File: src/rtl/multi_result_fifo.sv
// ---------------------------------------------------------------------------
// multi_result_fifo
//
// Result buffer behind the shift-add multiplier controller. Finished
// products arrive as single-cycle pulses with no backpressure. They are
// stored in a DEPTH-entry FIFO and presented downstream on a valid/ready
// handshake. The block also counts multiplications that are still in flight
// and grants start permission upstream only when the buffer is guaranteed
// to have room for every outstanding result.
//
// Handshake: a head entry transfers on every rising edge where
// out_valid && out_ready. While out_valid is high and out_ready is low,
// out_valid and out_data hold their values (rst excepted).
//
// Ports:
//   clk          clock, rising edge
//   rst          synchronous active-high reset
//   op_start     pulse: multiplier accepted an operand pair
//   mul_valid    pulse: mul_product carries a finished result
//   mul_product  finished product, 2*WIDTH bits
//   allow_start  upstream may start an op this cycle (registers only)
//   out_valid    head entry valid (registered)
//   out_data     head entry (registered)
//   out_ready    consumer accepts head this cycle
//   count        FIFO occupancy
//   overflow     sticky: a result was dropped on a full FIFO
//   proto_err    sticky: upstream protocol violation seen
// ---------------------------------------------------------------------------
module multi_result_fifo #(
  parameter int WIDTH = 4,
  parameter int DEPTH = 4
) (
  input  logic                         clk,
  input  logic                         rst,
  input  logic                         op_start,
  input  logic                         mul_valid,
  input  logic [2*WIDTH-1:0]           mul_product,
  output logic                         allow_start,
  output logic                         out_valid,
  output logic [2*WIDTH-1:0]           out_data,
  input  logic                         out_ready,
  output logic [$clog2(DEPTH+1)-1:0]   count,
  output logic                         overflow,
  output logic                         proto_err
);

  localparam int DW = 2 * WIDTH;
  localparam int PW = $clog2(DEPTH);
  localparam int CW = $clog2(DEPTH + 1);
  localparam logic [CW-1:0] DEPTH_C = CW'(DEPTH);

  logic [DW-1:0] mem_q [DEPTH];
  logic [DW-1:0] mem_d [DEPTH];
  logic [PW-1:0] wp_q, wp_d;
  logic [PW-1:0] rp_q, rp_d;
  logic [CW-1:0] count_q, count_d;
  logic [CW-1:0] in_flight_q, in_flight_d;
  logic          out_valid_q, out_valid_d;
  logic [DW-1:0] out_data_q, out_data_d;
  logic          overflow_q, overflow_d;
  logic          proto_err_q, proto_err_d;

  logic          pop;
  logic          push;
  logic          full;
  logic          drop;
  logic [CW:0]   occupancy;

  always_comb begin
    pop  = out_valid_q && out_ready;
    full = (count_q == DEPTH_C);
    // A pop in the same cycle frees the slot, so a full FIFO still accepts.
    push = mul_valid && (!full || pop);
    drop = mul_valid && full && !pop;

    // Outstanding results plus stored results must never exceed DEPTH.
    occupancy   = {1'b0, count_q} + {1'b0, in_flight_q};
    allow_start = (occupancy < {1'b0, DEPTH_C});

    mem_d = mem_q;
    if (push) begin
      mem_d[wp_q] = mul_product;
    end

    wp_d = push ? wp_q + 1'b1 : wp_q;
    rp_d = pop  ? rp_q + 1'b1 : rp_q;

    count_d = count_q;
    case ({push, pop})
      2'b10:   count_d = count_q + 1'b1;
      2'b01:   count_d = count_q - 1'b1;
      default: count_d = count_q;
    endcase

    in_flight_d = in_flight_q;
    if (op_start && !mul_valid && (in_flight_q != DEPTH_C)) begin
      in_flight_d = in_flight_q + 1'b1;
    end else if (mul_valid && !op_start && (in_flight_q != '0)) begin
      in_flight_d = in_flight_q - 1'b1;
    end

    overflow_d  = overflow_q | drop;
    proto_err_d = proto_err_q
                | (op_start && !allow_start)
                | (mul_valid && !op_start && (in_flight_q == '0));

    // Output register is loaded from the next-state view of the array so a
    // push into an empty FIFO is visible exactly one cycle later.
    out_valid_d = (count_d != '0);
    out_data_d  = mem_d[rp_d];
  end

  always_ff @(posedge clk) begin
    if (rst) begin
      mem_q       <= '{default: '0};
      wp_q        <= '0;
      rp_q        <= '0;
      count_q     <= '0;
      in_flight_q <= '0;
      out_valid_q <= 1'b0;
      out_data_q  <= '0;
      overflow_q  <= 1'b0;
      proto_err_q <= 1'b0;
    end else begin
      mem_q       <= mem_d;
      wp_q        <= wp_d;
      rp_q        <= rp_d;
      count_q     <= count_d;
      in_flight_q <= in_flight_d;
      out_valid_q <= out_valid_d;
      out_data_q  <= out_data_d;
      overflow_q  <= overflow_d;
      proto_err_q <= proto_err_d;
    end
  end

  assign out_valid = out_valid_q;
  assign out_data  = out_data_q;
  assign count     = count_q;
  assign overflow  = overflow_q;
  assign proto_err = proto_err_q;

endmodule

File: config.mk
export PLATFORM = sky130hd
export DESIGN_NAME = multi_result_fifo
export DESIGN_NICKNAME = d
export VERILOG_FILES = /design/src/rtl/multi_result_fifo.sv
export SDC_FILE = /design/constraint.sdc
export NUM_CORES = 1
export LEC_CHECK = 0
export BUFFER_PORTS_ARGS = -buffer_cell sky130_fd_sc_hd__buf_4
export CORE_MARGIN = 4
export CORE_UTILIZATION = 60
export CTS_CLUSTER_SIZE = 25
export DETAILED_ROUTE_END_ITERATION = 8
export HOLD_SLACK_MARGIN = 0.12
export PLACE_DENSITY_LB_ADDON = 0.08
export SLEW_MARGIN = 20
export SYNTH_ARGS = -nofsm -noshare
export SYNTH_HDL_FRONTEND = slang
export SYNTH_SLANG_ARGS = --single-unit
File: constraint.sdc
create_clock -name clk -period 2.95 [get_ports clk]
set_clock_uncertainty 0.1 [all_clocks]
set_input_delay 0.295 -clock clk [delete_from_list [all_inputs] [get_ports clk]]
set_output_delay 0.295 -clock clk [all_outputs]
set_load 0.01 [all_outputs]
==> flow_summary.toml, run 1 <==
[detailed_routing]
vias = 2827
totalWireLength_um = 7505
wl_met1_um = 3433
vias_per_cell = 6.440
drt_iter0_markers = 208
drc_errors = 0
wl_met3_um = 428
maxUsedRoutingLayer = "met4"
routed-wl-met2_um = 3616
antenna_left = 0
wire_per_inst_um = 17.10
dr.pass1.iters = 5

[cts]
postCtsSetupBuffers = 0
cts_tree = "done"
postCtsHoldBufs = 0
htree_levels = 2
clockBufferDepth = 2
clk_pin_slew_ns = 0.10
insertion_delay_ns = 0.31
cts_inserted_buffers = 5
clock-sinks = 53
cts_resized = 0
cts_root_buf = "clkbuf_8"

[sta]
maxSlewViolCount = 0
finalSetupTns_ns = 0
setup_viol = 0
worst_slew_pin_slew_ns = 0.7287
hold_viol_final = 0
max_freq_mhz = 407.6
rsz0062_at_grt = "false"
period_needed_ns = 2.453
fin_crit_sh_pct = 83.16
relSlewSlack_pct = 51.42
whs_ns = 0.1759

[global_routing]
grt_pass1_wl_um = 12560
grt_pass1_vias = 2706
grt_use_total_pct = 24.26
antenna_found_initial = 0
grt_start_max_net_pins = 66
grt_overflow = 0

[finish]
layout-drive-gt1-share_pct = 12.20
antennaDiodeCount = 0
final_area_um2 = 3472
area_growth_pct = 10.82
nNetsFinal = 390

[pwr]
leakagePower_nw = 1.445
switching_share_pct = 35.59
pwr-share-seq_pct = 41.5
p_clk_share_pct = 23.9
combinationalPowerShare_pct = 34.6
p_int_mw = 1.406
peakVddDrop_uv = 443.6
switchingPower_mw = 0.7768
powerDensity_nw_per_um2 = 628.6

[placement]
dp_hpwl_um = 4833
gp_congestion = 0.8173
port-buffer-count = 27
place_area_um2 = 3352

[yosys]
synth_area_leaders = "dfxtp_1, o31a_1, a21boi_0"
ys_ff_latch = 53
syn_inst = 359
syn-num-nets = 381
netlist_area_um2 = 3133
synth.largest_area_cell = "dfxtp_1"
syn_area_per_cell_um2 = 8.727
synth_top_area_share_pct = 33.87
synth.distinct_cells = 36
ys_seq_area_share_pct = 33.87
yosys_warnings = 0

[min_path]
hp-class = "in -> reg"

[run]
drv_cap = 0

[setup_path]
critPathMaxFanout = 14
arrival_ns = 2.55
worst_setup_path_start_kind = "flip-flop"
worstPathRequired_ns = 3.05
crit_type = "reg -> reg"
end_kind = "flip-flop"

[floorplanning]
core_area_um2 = 5075
die_area_um2 = 6442
die_h_um = 80.26
io_pins = 28
start_util_pct = 61.74
row_count = 26
die_w_um = 80.26

[status]
status = "finished, final reports clean"
==> sequential cells by signal, summed over array words and instances, names as in the netlist <==
| signal | flops |
|---|---|
| count | 3 |
| overflow | 1 |
| wp_q | 2 |
| mem_q | 32 |
| out_data | 8 |
| out_valid | 1 |
| rp_q | 2 |
| in_flight_q | 3 |
| proto_err | 1 |
==> stage by stage <==
stage,setup slack (ns),total power [mW],std cells,util [%]
finish,0.4968,2.183,439,68.42
detailed placement,0.5294,1.672,431,66.05
global route,0.3595,2.307,439,68.42
floorplan,0.5736,1.415,359,-
CTS,0.4955,2.190,439,68.42
global placement,0.6072,1.650,431,66.05
==> path summary, 6_finish.rpt <==
path / slack (ns) / endpoint / depth (start not counted) / start
min: 0.18 / out_valid / 2 / rst
max reg2reg: 0.50 / out_valid / 8 / out_valid
min reg2reg: 0.40 / overflow / 2 / overflow
max: 0.50 / out_valid / 8 / out_valid
==> synth_stat cells <==
library cell / number
a21oi_1: 38
a31oi_1: 2
nand3_1: 33
inv_1: 6
o311ai_0: 9
nand3b_1: 2
a21bo_2: 1
nand2_1: 5
buf_6: 3
a21o_1: 2
o31a_1: 56
a21boi_0: 32
a211oi_1: 2
fa_1: 2
clkbuf_1: 21
nand2b_1: 2
o22ai_1: 1
ha_1: 7
nor2_1: 15
or4b_1: 8
mux2i_1: 2
buf_2: 7
a22o_1: 1
nor2b_1: 1
o221a_2: 1
xnor2_1: 5
dfxtp_1: 53
xor2_1: 2
nor4_1: 1
nand4_1: 1
a211o_1: 1
and3_1: 33
nor3b_2: 1
or4_1: 1
buf_4: 1
o21ai_0: 1
==> power groups by stage <==
stage | registers (mW) | clock network (mW) | logic (mW)
floorplan | 0.920 | 0 | 0.494
global placement | 0.915 | 0 | 0.735
detailed placement | 0.920 | 0 | 0.752
CTS | 0.905 | 0.531 | 0.753
global route | 0.920 | 0.556 | 0.830
finish | 0.906 | 0.522 | 0.755
==> routing by layer <==
layer  vias to the layer above  GRT usage, %
met5                         -             0
met4                         0         5.743
met3                         2         4.148
met2                        59         41.39
met1                      1373         31.83
li1                       1393             -
==> cells by family (layout without fill, tap and decap cells) <==
kind of cell / count (synthesis) / after routing / share of synthesized area, %
AO/OA/AOI/OAI: 147 / 147 / 34.86
flip-flops: 53 / 53 / 33.87
multiplexers: 2 / 2 / 0.6390
adder cells (fa/ha/maj): 9 / 9 / 4.073
AND/OR/NAND/NOR: 103 / 103 / 18.93
XOR/XNOR: 7 / 7 / 1.957
buffers and inverters: 38 / 48 / 5.671
==> critical path, stage by stage, from the launching register on <==
cell and delay [ns]:
dfxtp_1 0.44, nand2_1 0.35, a21o_1 0.33, ha_1 0.26
fa_1 0.39, xnor2_1 0.15, nor2_1 0.07, xnor2_1 0.18
a21oi_1 0.08
==> final cells by class <==
type | instances | area (um^2)
Clock buffer | 6 | 82.58
Clock inverter | 2 | 37.54
Fill cell | 439 | 1603
Inverter | 6 | 22.52
Multi-Input combinational cell | 268 | 1901
Sequential cell | 53 | 1061
Tap cell | 70 | 87.58
Timing Repair Buffer | 34 | 280.3
==> cell usage in the layout, fill, tap and decap left out, types with 5 or more instances in the layout <==
cell type,Yosys,layout
o31a_1,56,56
dfxtp_1,53,53
a21oi_1,38,38
and3_1,33,33
nand3_1,33,33
a21boi_0,32,32
buf_4,1,32
nor2_1,15,15
o311ai_0,9,9
or4b_1,8,8
ha_1,7,7
inv_1,6,6
clkbuf_8,0,6
nand2_1,5,5
xnor2_1,5,5
No activity file was read; power rests on OpenSTA's default activity.
==> run 2: changes to the inputs <==
ABC_AREA = 1   (was not set)
CORE_UTILIZATION = 54   (was 60)
clock period = 1.98 ns   (was 2.95 ns; I/O delays follow)
==> run 2 against run 1 <==
Worst setup slack lost 0.42 ns. Utilization shrank 5.2 points. Area after synthesis shrank 2.8%. Critical path depth grew 1. Global-route usage shrank 1.8 points. Sequential power grew 53%. Count of clock-buffer cells in the layout grew 1. Critical endpoint is now in_flight_q[2]. Highest routed layer unchanged.
==> flow_summary.toml, run 2 <==
[finish]
layout-drive-gt1-share_pct = 13.63
multi_input_area_um2 = 1642
largest_register_ffs = 32
layout_common_cells = "nand2_1, nor2_1, inv_1, nand3_1, dfxtp_1"
area.sequential_um2 = 1070
final_common_cell = "nand2_1"
final_cells = 571
antennaDiodeCount = 0
final_area_um2 = 3461
nNetsFinal = 520
largest_register = "mem_q"
fillers = 519
area_growth_pct = 13.59
fin_util_pct = 63.24

[global_routing]
grt_use_total_pct = 22.50
grt_pass1_vias = 2816
grt_start_max_net_pins = 45
antenna_found_initial = 0
grt_overflow = 0
grt_pass1_wl_um = 12880

[sta]
rsz0062_at_grt = "true"
maxSlewViolCount = 0
finalSetupTns_ns = 0
whs_ns = 0.2324
final.setup.worst_slack_ns = 0.08059
max_freq_mhz = 526.5
relSlewSlack_pct = 65.81
setup_viol = 0
hold_viol_final = 0
period_needed_ns = 1.899
worst_slew_pin_slew_ns = 0.5128
fin_crit_sh_pct = 95.93

[setup_path]
crit_type = "in -> reg"
worst_setup_path_start_kind = "primary input"
worstPathRequired_ns = 2.09
end_kind = "flip-flop"
critPathMaxFanout = 4
arrival_ns = 2.01

[yosys]
synth.largest_area_cell = "dfxtp_1"
synth_top_area_share_pct = 34.83
synth.distinct_cells = 29
synth_most_common_cell = "nand2_1"
synth_ff_type = "dfxtp_1"
yosys_warnings = 0
ys_ff_latch = 53
syn_area_per_cell_um2 = 6.401
async_flop_share_pct = 0
ys_seq_area_share_pct = 34.83
synth_area_leaders = "dfxtp_1, nand2_1, nor2_1"
yosys-top-cells-count = "nand2_1, nor2_1, inv_1, dfxtp_1, nand3_1"
netlist_area_um2 = 3047
syn-num-nets = 498
syn_inst = 476
synth_edf_count = 0

[detailed_routing]
antenna_left = 0
routed-wl-met2_um = 3480
drc_errors = 0
totalWireLength_um = 7310
drt_iter0_markers = 228
wl_met3_um = 527
dr.pass1.iters = 4
wire_per_inst_um = 12.80
vias_per_cell = 4.996
maxUsedRoutingLayer = "met4"
vias = 2853
wl_met1_um = 3152

[cts]
postCtsSetupBuffers = 0
clock-sinks = 53
insertion_delay_ns = 0.32
cts_tree = "done"
clk_pin_slew_ns = 0.10
htree_levels = 2
clockBufferDepth = 2
cts_inserted_buffers = 5
cts_root_buf = "clkbuf_8"

[floorplanning]
die_h_um = 83.12
start_util_pct = 55.67
row_count = 27
io_pins = 28
die_area_um2 = 6908
die_w_um = 83.12
core_area_um2 = 5473

[pwr]
peakVddDrop_uv = 684.5
p_clk_share_pct = 21.6
switching_share_pct = 37.03
switchingPower_mw = 1.330
leakagePower_nw = 1.786
combinationalPowerShare_pct = 39.6
pwr-share-seq_pct = 38.8
total_power_mw = 3.593
powerDensity_nw_per_um2 = 1038
p_int_mw = 2.262

[placement]
place_area_um2 = 3316
dp_slack_ns = 0.08861
numPlacedInstances = 561
gp_congestion = 0.8249
port-buffer-count = 27
dp_hpwl_um = 4767

[run]
drv_cap = 0

[status]
status = "finished, final reports clean"

[min_path]
hp-class = "in -> reg"
==> run 2: cell count changes in the layout (fill, tap and decap cells not counted), moves of 5 or more <==
cell | previous run | this run
and3_1 | 33 | 0
inv_1 | 6 | 62
nand2_1 | 5 | 122
o21a_1 | 0 | 9
nor2_1 | 15 | 93
nand3_1 | 33 | 52
o21ai_2 | 0 | 8
or4b_1 | 8 | 0
o311ai_0 | 9 | 0
a21boi_0 | 32 | 8
xnor2_1 | 5 | 0
a21oi_1 | 38 | 15
o31a_1 | 56 | 0
==> run 2: power groups by stage <==
stage	clock [mW]	sequential, mW	combinational, mW
after CTS	0.793	1.40	1.43
final	0.775	1.39	1.42
after global placement	0	1.42	1.39
after detailed placement	0	1.42	1.41
after floorplan	0	1.44	0.960
after global routing	0.845	1.42	1.62
==> run 2: cell type report <==
class | instances | area share [%]
multi-input combinational | 337 | 47.43
sequential | 53 | 30.91
timing repair buffer | 39 | 8.966
inverter | 62 | 6.725
tap | 72 | 2.603
clock buffer | 7 | 2.495
clock inverter | 1 | 0.8677
==> run 2: final timing paths <==
kind | to | from | slack, ns | cells after the start
max | in_flight_q[2] | op_start | 0.08 | 9
min | mem_q[16] | mul_product[0] | 0.23 | 7
max reg2reg | in_flight_q[2] | in_flight_q[0] | 0.12 | 7
min reg2reg | overflow | overflow | 0.38 | 1
==> run 2: cells by family (layout without fill, tap and decap cells) <==
family / count (synthesis) / count (layout) / share of synthesized area [%]
xor gates and xnor gates: 2 / 2 / 0.5751
and+or+nand+nor: 279 / 279 / 38.07
DFF: 53 / 53 / 34.83
muxes: 1 / 1 / 0.3286
buffers and inverters: 86 / 109 / 12.07
AOI/OAI and AO/OA: 46 / 46 / 9.938
adders and majority gates: 9 / 9 / 4.189
==> run 2: layer usage <==
| layer | up-vias | GRT usage [%] |
|---|---|---|
| met3 | 16 | 4.861 |
| met1 | 1248 | 27.84 |
| li1 | 1496 | - |
| met2 | 93 | 38.05 |
| met5 | - | 0 |
| met4 | 0 | 8.767 |
==> run 2: worst max-delay path, stage by stage <==
cell	delay [ns]
dlygate4sd3_1	0.54
buf_4	0.11
inv_1	0.07
a21oi_2	0.14
nand2_2	0.09
fa_1	0.37
or2_2	0.32
a21oi_1	0.12
nor2_1	0.06
==> run 2: repair_timing <==
action,4_1_cts,5_1_grt
hold buffers,2,0
endpoints found under the setup margin,0,9
hold endpoints to repair,1,0
gates resized for setup,0,3
==> run 3: changes to the inputs <==
CORE_UTILIZATION = 56   (was 54)
CTS_BUF_LIST = sky130_fd_sc_hd__clkbuf_2 sky130_fd_sc_hd__clkbuf_4 sky130_fd_sc_hd__clkbuf_8   (was not set)
==> run 3 against run 2 <==
Register-to-register slack got worse by 0.05 ns. Wire length up 0.70%. Final area grew 0.22%. Count of clock-buffer cells in the layout decreased by 1. Final cell count increased by 0.35%. Die area is 3.2% lower. Via count is 2.7% higher. Non-clock buffer count increased by 4. Sequential power is essentially flat. Maximum frequency decreased by 0.97%. Critical path depth stayed put.
==> flow_summary.toml, run 3 (same netlist as run 2, synthesis figures left out) <==
[finish]
fillers = 477
final_common_cell = "nand2_1"
nNetsFinal = 524
layout_common_cells = "nand2_1, nor2_1, inv_1, nand3_1, dfxtp_1"
layout-drive-gt1-share_pct = 14.31
fin_util_pct = 66.63
area_growth_pct = 13.84
largest_register = "mem_q"
antennaDiodeCount = 0
largest_register_ffs = 32
final_area_um2 = 3468

[sta]
hold_viol_final = 0
period_needed_ns = 1.918
max_freq_mhz = 521.4
maxSlewViolCount = 0
setup_viol = 0
finalSetupTns_ns = 0
fin_crit_sh_pct = 96.87
relSlewSlack_pct = 68.98
whs_ns = 0.1623
worst_slew_pin_slew_ns = 0.4653

[setup_path]
critPathMaxFanout = 4
cp_top_family = "buffers and inverters"
crit_slowest_cell = "dlygate4sd3_1"
end_kind = "flip-flop"
worst_setup_path_start_kind = "primary input"
arrival_ns = 2.03
max_stage_delay_ns = 0.53
critPathBufInv = 3
crit_type = "in -> reg"
worstPathRequired_ns = 2.09
crit_chain = "dlygate4sd3_1 -> buf_4 -> inv_1 -> a21oi_2 -> nand2_2 -> fa_1 -> or2_2 -> a21oi_1 -> nor2_1"

[cts]
clock-sinks = 53
cts_inserted_buffers = 5
clockBufferDepth = 2
cts_root_buf = "clkbuf_8"
insertion_delay_ns = 0.30
clk_pin_slew_ns = 0.09
htree_levels = 2
cts_tree = "done"

[detailed_routing]
vias_per_cell = 5.112
wire_per_inst_um = 12.85
dr.pass1.iters = 5
antenna_left = 0
totalWireLength_um = 7361
drt_iter0_markers = 194
vias = 2929
drc_errors = 0

[global_routing]
antenna_found_initial = 0
grt_overflow = 0
grt_pass1_wl_um = 12470
grt_pass1_vias = 2759
grt_start_max_net_pins = 45
grt_use_total_pct = 23.88

[floorplanning]
row_count = 26
die_w_um = 81.76
die_area_um2 = 6685
io_pins = 28
die_h_um = 81.76
start_util_pct = 58.53
core_area_um2 = 5205

[min_path]
hp-class = "in -> reg"

[run]
drv_cap = 0

[pwr]
powerDensity_nw_per_um2 = 1000
peakVddDrop_uv = 668.9
leakagePower_nw = 1.799
total_power_mw = 3.470

[status]
status = "finished, final reports clean"

[placement]
dp_hpwl_um = 4770
gp_congestion = 0.8051
port-buffer-count = 27
place_area_um2 = 3348
run 3: changes by cell type in the layout (fill, tap and decap cells not counted), sizes merged:
cell,previous run,this run
buf,37,41
bufinv,1,0
clkbuf,7,6
clkinv,0,2
run 3: repair_timing:
action,in CTS,in global routing
hold buffers,2,0
hold endpoints to repair,1,0
endpoints found under the setup margin,0,1
buffers inserted,0,1
gates resized for setup,0,2
run 3: worst register-to-register path: cells and delay by family, from the launching register on:
family	cells	cell delay, ns
and+or+nand+nor	4	0.59
DFF	1	0.43
AOI/OAI and AO/OA	2	0.31
adders and majority gates	1	0.39
run 3: stage by stage:
step                      std cells  setup WS (ns)
after global placement          562         0.1357
after global routing            573       -0.03857
final                           573        0.06205
after CTS                       572        0.03864
after detailed placement        562        0.08231
after floorplan                 476       -0.01556
run 3: area by class of cell:
type | count | area, um^2 | share of cell area [%]
Clock inverter | 2 | 10.01 | 0.2886
Multi-Input combinational cell | 337 | 1639 | 47.26
Sequential cell | 53 | 1070 | 30.84
Timing Repair Buffer | 43 | 352.8 | 10.17
Inverter | 62 | 232.7 | 6.710
Clock buffer | 6 | 76.32 | 2.201
Tap cell | 70 | 87.58 | 2.525
run 3: worst paths after layout:
check	from	end	slack, ns	depth (start not counted)
hold / removal	rst	in_flight_q[2]	0.16	4
setup / recovery	op_start	in_flight_q[2]	0.06	9
setup reg to reg	in_flight_q[0]	in_flight_q[2]	0.07	7
hold reg to reg	overflow	overflow	0.39	1
run 3: power breakdown:
| group | leakage [nW] | switching [mW] | total, mW | internal (mW) |
|---|---|---|---|---|
| Combinational | 1.31 | 0.866 | 1.46 | 0.592 |
| Clock | 0.0484 | 0.363 | 0.623 | 0.260 |
| Sequential | 0.439 | 0.114 | 1.39 | 1.27 |
| Total | 1.80 | 1.34 | 3.47 | 2.13 |
run 3: routing by layer:
metal / vias to the layer above / track usage (%) / wire (um)
li1: 1510 / - / -
met1: 1317 / 29.95 / 3420
met2: 93 / 42.08 / 3449
met3: 9 / 4.715 / 411
met4: 0 / 5.316 / 79
met5: - / 0 / 0
